<file path="src/rtl/my_xor_pkg.sv">
// Shared constants for the parity unit: default widths and register reset values.
package my_xor_pkg;
  localparam int   DEFAULT_WIDTH = 2;
  localparam int   DEFAULT_CNT_W = 8;
  localparam logic OUT_RST       = 1'b0;
  localparam logic VALID_RST     = 1'b0;
  localparam logic ACC_RST       = 1'b0;
endpackage

</file>
<file path="src/rtl/my_xor_reduce.sv">
// Combinational WIDTH-bit reduction XOR, built as a ripple chain so WIDTH=1 is a plain wire.
module my_xor_reduce #(
  parameter int WIDTH = 2
) (
  input  logic [WIDTH-1:0] vec,
  output logic             parity
);
  logic [WIDTH-1:0] chain;

  assign chain[0] = vec[0];

  generate
    for (genvar gi = 1; gi < WIDTH; gi++) begin : g_chain
      assign chain[gi] = chain[gi-1] ^ vec[gi];
    end
  endgenerate

  assign parity = chain[WIDTH-1];
endmodule

</file>
<file path="src/rtl/my_xor_unit.sv">
// Registered parity unit with saturating odd-parity counter.
// Optional running-parity accumulator is compiled in when MY_XOR_UNIT_ACC_EN is defined.
module my_xor_unit
  import my_xor_pkg::*;
#(
  parameter int WIDTH = DEFAULT_WIDTH,
  parameter int CNT_W = DEFAULT_CNT_W
) (
  input  logic             clk,
  input  logic             rst,
  input  logic             in_valid,
  input  logic [WIDTH-1:0] bus,
  output logic             out,
  output logic             out_valid,
  output logic [CNT_W-1:0] odd_cnt,
  input  logic             acc_clr,
  output logic             acc_out
);
  logic             parity;
  logic             out_reg;
  logic             valid_reg;
  logic [CNT_W-1:0] cnt_reg;

  my_xor_reduce #(.WIDTH(WIDTH)) u_reduce (
    .vec    (bus),
    .parity (parity)
  );

  // parity is only consumed under in_valid, so X/Z on an idle bus never reaches state
  always_ff @(posedge clk) begin
    if (rst) begin
      out_reg   <= OUT_RST;
      valid_reg <= VALID_RST;
      cnt_reg   <= '0;
    end else begin
      valid_reg <= in_valid;
      if (in_valid) begin
        out_reg <= parity;
        if (parity && (cnt_reg != {CNT_W{1'b1}}))
          cnt_reg <= cnt_reg + CNT_W'(1);
      end
    end
  end

  assign out       = out_reg;
  assign out_valid = valid_reg;
  assign odd_cnt   = cnt_reg;

`ifdef MY_XOR_UNIT_ACC_EN
  logic acc_reg;

  // A clear coinciding with a new vector restarts the accumulator at that vector's parity
  always_ff @(posedge clk) begin
    if (rst)
      acc_reg <= ACC_RST;
    else if (acc_clr)
      acc_reg <= in_valid ? parity : ACC_RST;
    else if (in_valid)
      acc_reg <= acc_reg ^ parity;
  end

  assign acc_out = acc_reg;
`else
  logic unused_acc_clr;
  assign unused_acc_clr = acc_clr;
  assign acc_out        = ACC_RST;
`endif
endmodule

</file>
<file path="config.mk">
export PLATFORM = sky130hd
export DESIGN_NAME = my_xor_unit
export DESIGN_NICKNAME = d
export VERILOG_FILES = /design/src/rtl/my_xor_pkg.sv /design/src/rtl/my_xor_reduce.sv /design/src/rtl/my_xor_unit.sv
export SDC_FILE = /design/constraint.sdc
export NUM_CORES = 1
export LEC_CHECK = 0
export ABC_AREA = 1
export BUFFER_PORTS_ARGS = -buffer_cell sky130_fd_sc_hd__buf_2
export CORE_MARGIN = 4
export CORE_UTILIZATION = 40
export CTS_BUF_LIST = sky130_fd_sc_hd__clkbuf_8
export CTS_CLUSTER_SIZE = 25
export DETAILED_ROUTE_END_ITERATION = 8
export GPL_TIMING_DRIVEN = 0
export PLACE_DENSITY = 0.67
export SLEW_MARGIN = 0
export SYNTH_ARGS = -nofsm -noshare
export SYNTH_HDL_FRONTEND = slang
export SYNTH_SLANG_ARGS = --single-unit
</file>
<file path="constraint.sdc">
create_clock -name clk -period 1.4 [get_ports clk]
set_clock_uncertainty 0.1 [all_clocks]
set_input_delay 0.28 -clock clk [delete_from_list [all_inputs] [get_ports clk]]
set_output_delay 0.28 -clock clk [all_outputs]
set_load 0.01 [all_outputs]
</file>
==> results by stage, run 1 <==
CTS:
- The TritonCTS buffer count is 3.
- The tree built by TritonCTS fans out to 10 sinks.
- The clock tree root buffer cell is clkbuf_8.
- The CTS tree is built.
- CTS built an H-tree with a depth of 1.
- The clock-pin transition on the worst setup and hold timing paths is about 0.050 ns.
- The insertion delay of the later-clocked pin in the worst-skew pair is between 0.2 and 0.25 ns.
- The maximum clock path buffer count is 2.
- The number of post-CTS setup repair buffers is 0.

Cells and area:
- From synthesis to final layout, the design area changed by 29.3%.
- The post-layout net count is 106.
- The total inserted antenna cells is 0.
- The filler-free cell count of the finished design is 113.
- After routing the design area is 713 um2.
- The filler cells instantiated in the layout total 139.
- Cells with a size suffix above 1 make up 31.6% of the layout.
- The number of flip-flops under the largest register name is 8.

Synth:
- The fraction of the yosys area taken by sequential cells is ~36%.
- Among all flip-flop cells after synthesis, the most frequent one is dfxtp_1.
- Synthesis produced a netlist whose cell count is 80.
- The cell area after technology mapping is 552 um2.
- The number of distinct library cell variants in the gate-level netlist after synthesis is 19.
- The average instance area after synthesis is a little under 7 um2.
- In this run, synthesis inferred 0 flip-flops with an integrated enable.
- Counting flops with an async set or reset pin after synthesis yields a share of 0%.
- The number of warnings reported in the yosys synthesis log is 0.
- The number of nets handed over by synthesis was between 80 and 90.
- The number of register bits inferred by synthesis is 10.

Critical path:
- The worst setup path is captured at a flop.
- The startpoint type of the worst setup path is a flop.
- The data arrival time of the worst path is ~1.4 ns.
- The startpoint-to-endpoint class of the critical path is flop to flop.
- The slowest stage of the critical path is the dfxtp_4 cell.
- The largest fanout on the critical path is 7.
- In this design, the critical path's most frequently occurring cell is nand2_4.
- At the worst endpoint, the required time is around 1.5 ns.
- The critical path goes through ha_4 > inv_1 > nor2_4 > nand2_4 > nand2_4 > inv_4 > nand2_2 > nand2_1 > nor2_1.
- On the worst path, the slowest cell contributes a delay of between 0.3 and 0.4 ns.
- The critical path buffer and inverter count is 2.
- Grouping stages by cell kind, the critical path spends the most delay in simple AND/OR/NAND/NOR gates.

Die:
- The floorplan step set the die width to 45.1 um.
- The number of standard-cell rows in the floorplan is 13.
- The total I/O pin count is 17.
- The core region area is 0.00130 mm2.
- The floorplan die height is 45.1 um.
- The floorplan die area is ~0.0020 mm2.
- Once the floorplan was initialized, standard cells occupied 42.4% of the core.

Detailed routing:
- The number of vias in the routed layout is between 500 and 600.
- In this run, the number of DRC markers left after iteration 0 of detailed routing was 4.
- The post-detailed-route via-to-cell ratio is ~4.6.
- Wires add up to 1140 um.
- In the final routed layout, each cell accounts on average for roughly 10 um.
- The first detailed-routing pass ran for 3 iterations.
- After detailed routing, the number of remaining DRC violations is 0.
- The residual antenna-violating net count after detailed routing is 0.

Job:
- The number of max-capacitance violations reported is 0.

Timing:
- The post-layout worst setup margin is between 0.1 and 0.15 ns.
- The count of final setup violators is 0.
- The count of final max-slew check failures is 0.
- The achievable frequency is about 770 MHz.
- The minimum clock period after layout is around 1.3 ns.
- The worst path uses about 90% of the clock period.
- The post-route worst hold slack is roughly 0.17 ns.
- The number of hold violations in the final report is 0.
- Setup repair after global routing left no endpoint under its margin.

Power and ir drop:
- The leakage power is about 0.35 nW.
- The maximum ir drop on the vdd rail is between 500 and 600 uV.
- In this run the power density over the cells is 1030 mW/mm2.

Global route:
- The first-pass GRT wire length is 1700 um.
- The initial antenna violation count was 0.
- The total global routing overflow is 0.
- The number of global-route vias before repair is roughly 420.
- Entering global routing, the biggest net connects 9 pins.
- Across every metal layer, demand over resource in global routing totals 12.0%.

Min path:
- The worst min-delay path category is input pin to flop.

Placement:
- Timing analysis after detailed placement gives a worst setup slack of -0.0207 ns.
- Port buffering added 14 buffers.
- The detailed-placement wirelength estimate is between 800 and 900 um.
- The count of placed standard cells including taps is roughly 110.
- The congestion estimate from routability-driven global placement came to ~0.8.
- Once placement finished, the instance area stood at around 640 um2.

Run status:
- The flow ran to the end, and the final reports show no timing, DRC or antenna violations.
[area by class of cell]
class | count | area [um2] | area share, %
timing repair buffer | 14 | 70.1 | 9.82
sequential | 10 | 205 | 28.8
buffer | 1 | 7.51 | 1.05
multi-input combinational | 60 | 320 | 44.9
inverter | 9 | 36.3 | 5.09
tap | 15 | 18.8 | 2.63
clock buffer | 4 | 55.1 | 7.72
[metrics by stage]
stage	setup TNS [ns]	power [mW]	utilization [%]
6_report	0	0.736	54.8
5_1_grt	0	0.770	54.8
4_1_cts	0	0.739	53.8
3_5_place_dp	-0.0529	0.371	49.2
3_3_place_gp	-0.00540	0.369	49.2
2_1_floorplan	0	0.348	-
[cell usage in the layout, fill, tap and decap left out]
master	synthesis	final
conb_1	1	1
nand2_2	1	1
ha_4	0	1
nand4_1	2	2
inv_1	8	8
dfxtp_1	10	8
clkbuf_8	0	4
nor2_2	1	1
buf_4	1	1
a21oi_2	1	1
nand2_1	20	20
buf_2	0	14
dfxtp_2	0	1
nand3_1	6	6
o21ai_1	1	1
xnor2_1	1	1
nand2_4	2	2
xor2_1	1	1
a21oi_1	2	2
inv_4	1	1
nor2_4	3	3
nor2_1	17	17
dfxtp_4	0	1
[worst register-to-register path, cell delays in order (launching register included)]
cell	delay (ns)
dfxtp_4	0.37
ha_4	0.15
inv_1	0.06
nor2_4	0.13
nand2_4	0.10
nand2_4	0.10
inv_4	0.05
nand2_2	0.05
nand2_1	0.05
nor2_1	0.08
[synthesized netlist by cell type (2+ instances only)]
cell | n | share of area [%]
a21oi_1 | 2 | 1.8
dfxtp_1 | 10 | 36
inv_1 | 8 | 5.4
nand2_1 | 20 | 14
nand2_4 | 2 | 4.1
nand3_1 | 6 | 5.4
nand4_1 | 2 | 2.3
nor2_1 | 17 | 12
nor2_4 | 3 | 6.1
[kinds of logic (layout without fill, tap and decap cells)]
logic type | Yosys count | after routing | synth area share (%)
buffers and inverters | 10 | 28 | 7.94
XOR/XNOR | 2 | 2 | 3.18
AO/OA/AOI/OAI | 4 | 4 | 4.31
AND/OR/NAND/NOR | 52 | 52 | 45.4
adder cells (fa/ha/maj) | 1 | 1 | 2.27
flip-flops | 10 | 10 | 36.3
other | 1 | 1 | 0.680
[where the power goes]
group          total, mW  internal [mW]  switching, mW
Combinational     0.0668         0.0270         0.0398
Clock              0.366          0.248          0.119
Sequential         0.303          0.294        0.00899
Total              0.736          0.569          0.167
[repair_timing]
item,in CTS,in global routing
resized for setup,2,3
hold buffers,0,0
setup endpoints to repair,4,7
[path summary, 6_finish.rpt]
check,end,cells after the start,slack (ns),start
setup / recovery,odd_cnt[0],9,0.11,odd_cnt[0]
hold / removal,odd_cnt[3],2,0.17,rst
setup reg to reg,odd_cnt[0],9,0.11,odd_cnt[0]
hold reg to reg,out,2,0.37,out
[routing by layer]
metal	up-vias	track usage (%)	part of all wire (%)
met2	12	17.2	45
met1	225	14.7	45
met3	7	3.98	5.1
met4	0	8.77	4.6
li1	281	-	-
met5	-	0	0
Power figures use the tool's default switching activity.
==> inputs of run 2 (changes only) <==
- CORE_AREA: default -> 4 4 41 43
- CORE_MARGIN: 4 -> default
- CORE_UTILIZATION: 40 -> default
- DIE_AREA: default -> 0 0 45 47
- PLACE_DENSITY: 0.67 -> 0.69
- clock period: 1.4 -> 1.1 ns (I/O delays scaled with it)
==> run 2 against run 1 <==
The run now ends with negative setup slack left. Largest cell class unchanged. Setup slack got worse by 0.27 ns. Worst hold slack lost 0.058 ns. Via count rose by 5.0%. Utilization grew 2.4 points. Routed wire length is 3.3% higher. Sequential power grew 26%.
==> results by stage, run 2 (synthesis gave the netlist of run 1 again) <==
Run status:
- The run finished, with violations left.
- The final reports fail on negative setup slack.

Detailed routing:
- The number of optimization iterations in the first detailed-route pass is 2.
- Summed over all layers, the routed wires come to 1180 um.
- The detail route stage leaves a number of antenna-violating nets equal to 0.
- The total DRC errors in the routed layout is 0.
- Dividing the detail-routed wire length by the instance count gives 10.2 um.
- The post-detailed-route via-to-cell ratio is around 4.8.
- The routed layout has roughly 550 vias.
- The violation count after the first detailed-routing iteration is 2.

Global route:
- The initial antenna violation count is 0.
- For this run the aggregate overflow at the end of global routing stands at 0.
- The aggregate global-route resource usage is around an eighth.
- The pin count of the biggest net entering global routing is 9.
- The number of global-route vias before repair is approximately 470.
- The first-pass GRT wire length is ~1900 um.

Timing:
- The tightest hold path in the finished design has a slack of ~0.11 ns.
- Setup violations remaining at the end of the flow were counted as 8.
- The count of final max-slew check failures is 0.
- The number of hold violations in the final report came to 0.
- The routed design could run at a clock period as short as around 1.3 ns.
- The final cycle utilization of the critical path is 114%.
- Setup repair after global routing could not meet its margin everywhere.
- The achievable frequency is 795 MHz.
- Across all setup checks in the final design, the least slack found is -0.159 ns.

Cells and area:
- The number of flip-flops under the largest register name is 8.
- The repair_antennas step left the layout with diodes totalling 0.
- The relative area change from synthesis to final layout is 34.9%.
- The post-layout net count is around 110.
- The post-layout instance area is 744 um2.
- Summing all flip-flop and latch instances after layout gives around 220 um2.
- The library cell used most frequently in the layout, excluding fill and tap cells, is nand2_1.
- The multi-input logic area is between 300 and 400 um2.
- Measured on the finished design, the core utilization comes to 57.2%.
- The fill cell instance count of the final layout is 130.
- Cells with a size suffix above 1 make up 41.0% of the layout.
- Leaving out fill and tap cells, the most frequent cells in the layout are nand2_1, nor2_1, buf_2, inv_1, nand3_1.

Power and ir drop:
- The maximum ir drop on the vdd rail is ~630 uV.
- Summed over all cells, the static leakage comes to ~0.36 nW.
- The total power divided by cell area is 1160 mW/mm2.
- The sum of internal, switching and leakage power is approximately 0.86 mW.

Min path:
- The min-delay analysis places its worst path in the category input pin to flop.

Die:
- The die width is between 40 and 50 um.
- The core region is around 0.0013 mm2.
- The floorplan die height is 47 um.
- The floorplan step defined a die boundary enclosing between 0.002 and 0.0025 mm2.
- Once the floorplan was initialized, standard cells occupied 42.4% of the core.
- The floorplan has 13 rows.
- The total I/O pin count is 17.

Placement:
- The worst setup slack before clock tree synthesis is -0.138 ns.
- During placement, the flow inserted port buffers numbering 14.
- The detailed-placement wirelength estimate is around 860 um.
- At the end of routability-driven placement, the weighted congestion stood at 0.737.
- In this run the cell area measured after placement is 664 um2.

CTS:
- The clock-pin transition on the worst setup and hold timing paths is around 0.050 ns.
- The depth of the CTS H-tree is 1.
- The clock tree root buffer cell is clkbuf_8.
- TritonCTS built the clock tree.
- Clock latency on the worst-skew pair, taken at its later pin, is between 0.2 and 0.25 ns.
- For this design, the CTS-stage hold fixing added 0 buffers.
- The maximum clock path buffer count is 2.
- The number of clock buffers added by TritonCTS is 3.
- The total number of clock tree sinks is 10.

Critical path:
- The largest single stage delay on the critical path is around 0.38 ns.
- The data arrival time of the worst path is between 1 and 1.5 ns.
- In this design, the largest share of critical-path delay is due to simple AND/OR/NAND/NOR gates.
- The cell with the largest stage delay on the worst path is dfxtp_4.
- By startpoint and endpoint, the worst setup path is classified as flop to flop.
- Walking the worst path, the cells encountered are ha_4 > inv_2 > nor2_4 > nand2_4 > nand2_4 > inv_4 > nor2_1 > nor2_1.
- The startpoint type of the worst setup path is a flop.
- The register-to-register path setup slack is -0.16 ns.
- The type of element capturing the critical path is a flop.
- The largest fanout on the critical path is 7.
- The critical path contains buffers and inverters numbering 2 combined.
- STA puts the critical path data required time at ~1.1 ns.

Job:
- The number of max-capacitance violations reported is 0.
==> run 2: final cells by class <==
type	count	share of cell area (%)
multi-input combinational	60	44.9
timing repair buffer	16	11.4
clock inverter	1	0.504
inverter	9	4.87
clock buffer	3	5.55
sequential	10	29.2
buffer	1	1.01
tap	15	2.52
==> run 2: stage by stage <==
step                      setup TNS (ns)  instances
final                              -1.02        115
after global routing               -1.45        115
after CTS                         -0.935        115
after detailed placement          -0.892        109
after global placement            -0.736        109
after floorplan                   -0.465         80
==> run 2: final timing paths <==
check / endpoint / cells past startpoint / start
hold / removal: odd_cnt[3] / 2 / rst
setup reg to reg: odd_cnt[0] / 8 / odd_cnt[0]
hold reg to reg: out / 2 / out
setup / recovery: odd_cnt[0] / 8 / odd_cnt[0]
==> run 2: routing by layer <==
metal | vias up | part of all wire, % | track usage, %
met3 | 5 | 5.5 | 3.45
met2 | 12 | 46 | 20.6
met1 | 249 | 46 | 14.5
li1 | 285 | - | -
met4 | 0 | 3.0 | 10.5
met5 | - | 0 | 0
==> run 2: power breakdown <==
part           switching (mW)  leakage, nW  internal, mW  total, mW
Sequential             0.0131       0.0854         0.369      0.382
Combinational          0.0513        0.245        0.0363     0.0876
Clock                   0.145       0.0269         0.244      0.390
Total                   0.210        0.357         0.650      0.860
==> run 2: repair_timing <==
item / in CTS / in global routing
gates resized for setup: 1 / 6
buffers inserted: 2 / 0
pin swaps: 1 / 1
endpoints found under the setup margin: 9 / 10
==> inputs of run 3 (changes only) <==
- CORE_AREA: 4 4 41 43 -> default
- CORE_MARGIN: default -> 4
- CORE_UTILIZATION: default -> 40
- DIE_AREA: 0 0 45 47 -> default
- PLACE_DENSITY: 0.69 -> 0.67
==> run 3 against run 2 <==
The run still ends with negative setup slack left. Maximum frequency is 0.44% higher. Clock-buffer cell count is 1 higher. Routed wire length down 2.9%. Worst hold slack lost 0.0093 ns. Via count is 2.9% lower. Sequential share of layout area decreased by 0.70 points. Sequential cell count is the same. Sequential power about the same. Critical endpoint is now odd_cnt[1]. Combinational power is 6.1% higher. Global-route usage rose by 1.2 points. Die area is 3.7% lower.
==> results by stage, run 3 (synthesis gave the netlist of run 1 again) <==
Run status:
- The run finished, with violations left.
- The checks that failed: negative setup slack.

CTS:
- The cell sitting at the root of the clock tree is a clkbuf_8.
- The total number of clock tree sinks is 10.
- The maximum clock path buffer count is 2.
- CTS built an H-tree with a depth of 1.
- Buffers inserted during clock tree synthesis total 3.
- TritonCTS built the clock tree.
- The number of hold buffers added after CTS was 0.
- The clock-pin transition on the worst setup and hold timing paths is roughly 0.05 ns.
- At the later pin of the worst-skew pair, clock insertion delay measures between 0.2 and 0.25 ns.

Min path:
- Along the worst hold path, the cell count comes to 2.
- The min-delay analysis places its worst path in the category input pin to flop.

Timing:
- The post-route worst hold slack is 0.104 ns.
- The final cycle utilization of the critical path is 114%.
- The count of final setup violators is 8.
- The number of hold violations in the final report is 0.
- Setup repair after global routing could not meet its margin everywhere.
- For the finished layout, the period the worst path requires is 1.25 ns.
- The post-route setup TNS is -0.992 ns.
- The post-layout worst setup margin is -0.153 ns.
- For this run, the top clock speed supported by timing is between 700 and 800 MHz.
- The count of final max-slew check failures is 0.

Job:
- The number of max-capacitance violations reported is 0.

Cells and area:
- Fill cells in the final layout number around 130.
- The fraction of layout instances using a drive strength above 1 is between 40% and 50%.
- The relative area change from synthesis to final layout is 39.0%.
- In the layout the commonest cells are nand2_1, nor2_1, buf_2, inv_1.
- Leaving out fill and tap cells, the most frequent cell in the layout is nand2_1.
- The number of flip-flops under the largest register name is 8.
- 0 antenna diodes ended up in the layout.
- For this run, the post-layout net count is between 100 and 150.

Detailed routing:
- The routed length per placed instance is 9.75 um.
- The violation count after the first detailed-routing iteration is 7.
- The total DRC errors in the routed layout is 0.
- The number of optimization iterations in the first detailed-route pass is 4.
- The detail route stage leaves a number of antenna-violating nets equal to 0.
- The number of vias in the routed layout is between 500 and 600.
- After detailed routing, the total wire length is 1140 um.
- Using the TritonRoute via totals, the vias-per-cell ratio works out to 4.57.

Critical path:
- The largest fanout on the critical path is 7.
- The worst register-to-register path begins at odd_cnt[1].
- The endpoint of the lowest-slack register-to-register path is odd_cnt[1].
- For flop-to-flop paths, the worst setup slack is -0.15 ns.
- The worst setup path startpoint is odd_cnt[1].
- Data on the critical path is required at its endpoint by between 1 and 1.5 ns.
- The critical path ends at odd_cnt[1].
- The worst setup path is of the flop to flop kind.
- The startpoint type of the worst setup path is a flop.
- The length in cells of the worst reg-to-reg path is 8.
- Data arrives at the worst endpoint at ~1.3 ns.
- The type of element capturing the critical path is a flop.

Die:
- The effective utilization at floorplan is 42.4%.
- In this run the horizontal extent of the chip is roughly 45 um.
- The die is approximately 45 um tall.
- The floorplan step defined a die boundary enclosing between 0.002 and 0.0025 mm2.
- After floorplanning, the core was sized to cover around 0.0013 mm2.
- The number of standard-cell rows in the floorplan is 13.
- 17 I/O pins were placed.

Global route:
- The number of global-route vias before repair is ~480.
- Global routing consumed, over all layers together, around 14% of the routing resources.
- The pin count of the biggest net entering global routing is 9.
- The total global routing overflow is 0.
- The initial antenna violation count is 0.
- The first global-routing pass estimated 2030 um of wire.

Power and ir drop:
- The maximum ir drop on the vdd rail is approximately 740 uV.
- In this run the power density over the cells is between 1000 and 1500 mW/mm2.
- The leakage power is ~0.37 nW.

Placement:
- The congestion estimate from routability-driven global placement came to a little over 0.7.
- The number of buffers inserted by port buffering is 14.
- The detailed-placement wirelength estimate is about 860 um.
## run 3: worst min path at each step
stage | startpoint | endpoint | slack [ns]
after floorplan | rst | odd_cnt[3] | 0.18
after global placement | rst | odd_cnt[3] | 0.35
after detailed placement | in_valid | out_valid | 0.36
after CTS | rst | odd_cnt[3] | 0.11
after global routing | rst | odd_cnt[3] | 0.11
final | rst | odd_cnt[3] | 0.10
## run 3: what timing repair did
item | in CTS | in global routing
setup buffers | 1 | 3
endpoints found under the setup margin | 9 | 11
gates resized for setup | 1 | 6
pin swaps | 2 | 2
gates cloned | 0 | 0
## run 3: report_power, final
group	switching (mW)	internal (mW)	total (mW)
logic	0.0525	0.0403	0.0929
clock network	0.156	0.316	0.471
registers	0.0114	0.369	0.380
total	0.220	0.725	0.945
## run 3: metal layers
layer	vias up	track usage, %	wire (um)
li1	289	-	-
met1	228	16.1	520
met2	13	22.3	522
met3	5	4.78	71
met4	0	8.77	27
met5	-	0	0
## run 3: area by class of cell
class                           instances  area, um2  area share, %
Timing Repair Buffer                   18        100           13.1
Tap cell                               15       18.8           2.45
Clock buffer                            4       55.1           7.18
Multi-Input combinational cell         60        328           42.7
Inverter                                9       38.8           5.06
Sequential cell                        10        219           28.5
Buffer                                  1       7.51          0.979
## run 3: per-stage QoR
| stage | std cells | area [um2] | utilization (%) | total power, mW | setup WS (ns) |
|---|---|---|---|---|---|
| CTS | 114 | 728 | 56.0 | 0.950 | -0.151 |
| global route | 117 | 767 | 58.9 | 0.989 | -0.255 |
| global placement | 109 | 664 | 51.1 | 0.476 | -0.117 |
| detailed placement | 109 | 664 | 51.1 | 0.477 | -0.139 |
| finish | 117 | 767 | 58.9 | 0.945 | -0.153 |
| floorplan | 80 | 576 | - | 0.447 | -0.0793 |
## run 3: critical path: stages (launching register included)
cell and delay, ns:
dfxtp_4 0.37, ha_4 0.16, inv_4 0.03, nor2_4 0.10, nand2_4 0.10, nand2_4 0.10
inv_4 0.05, nor2_1 0.09, nor2_1 0.04
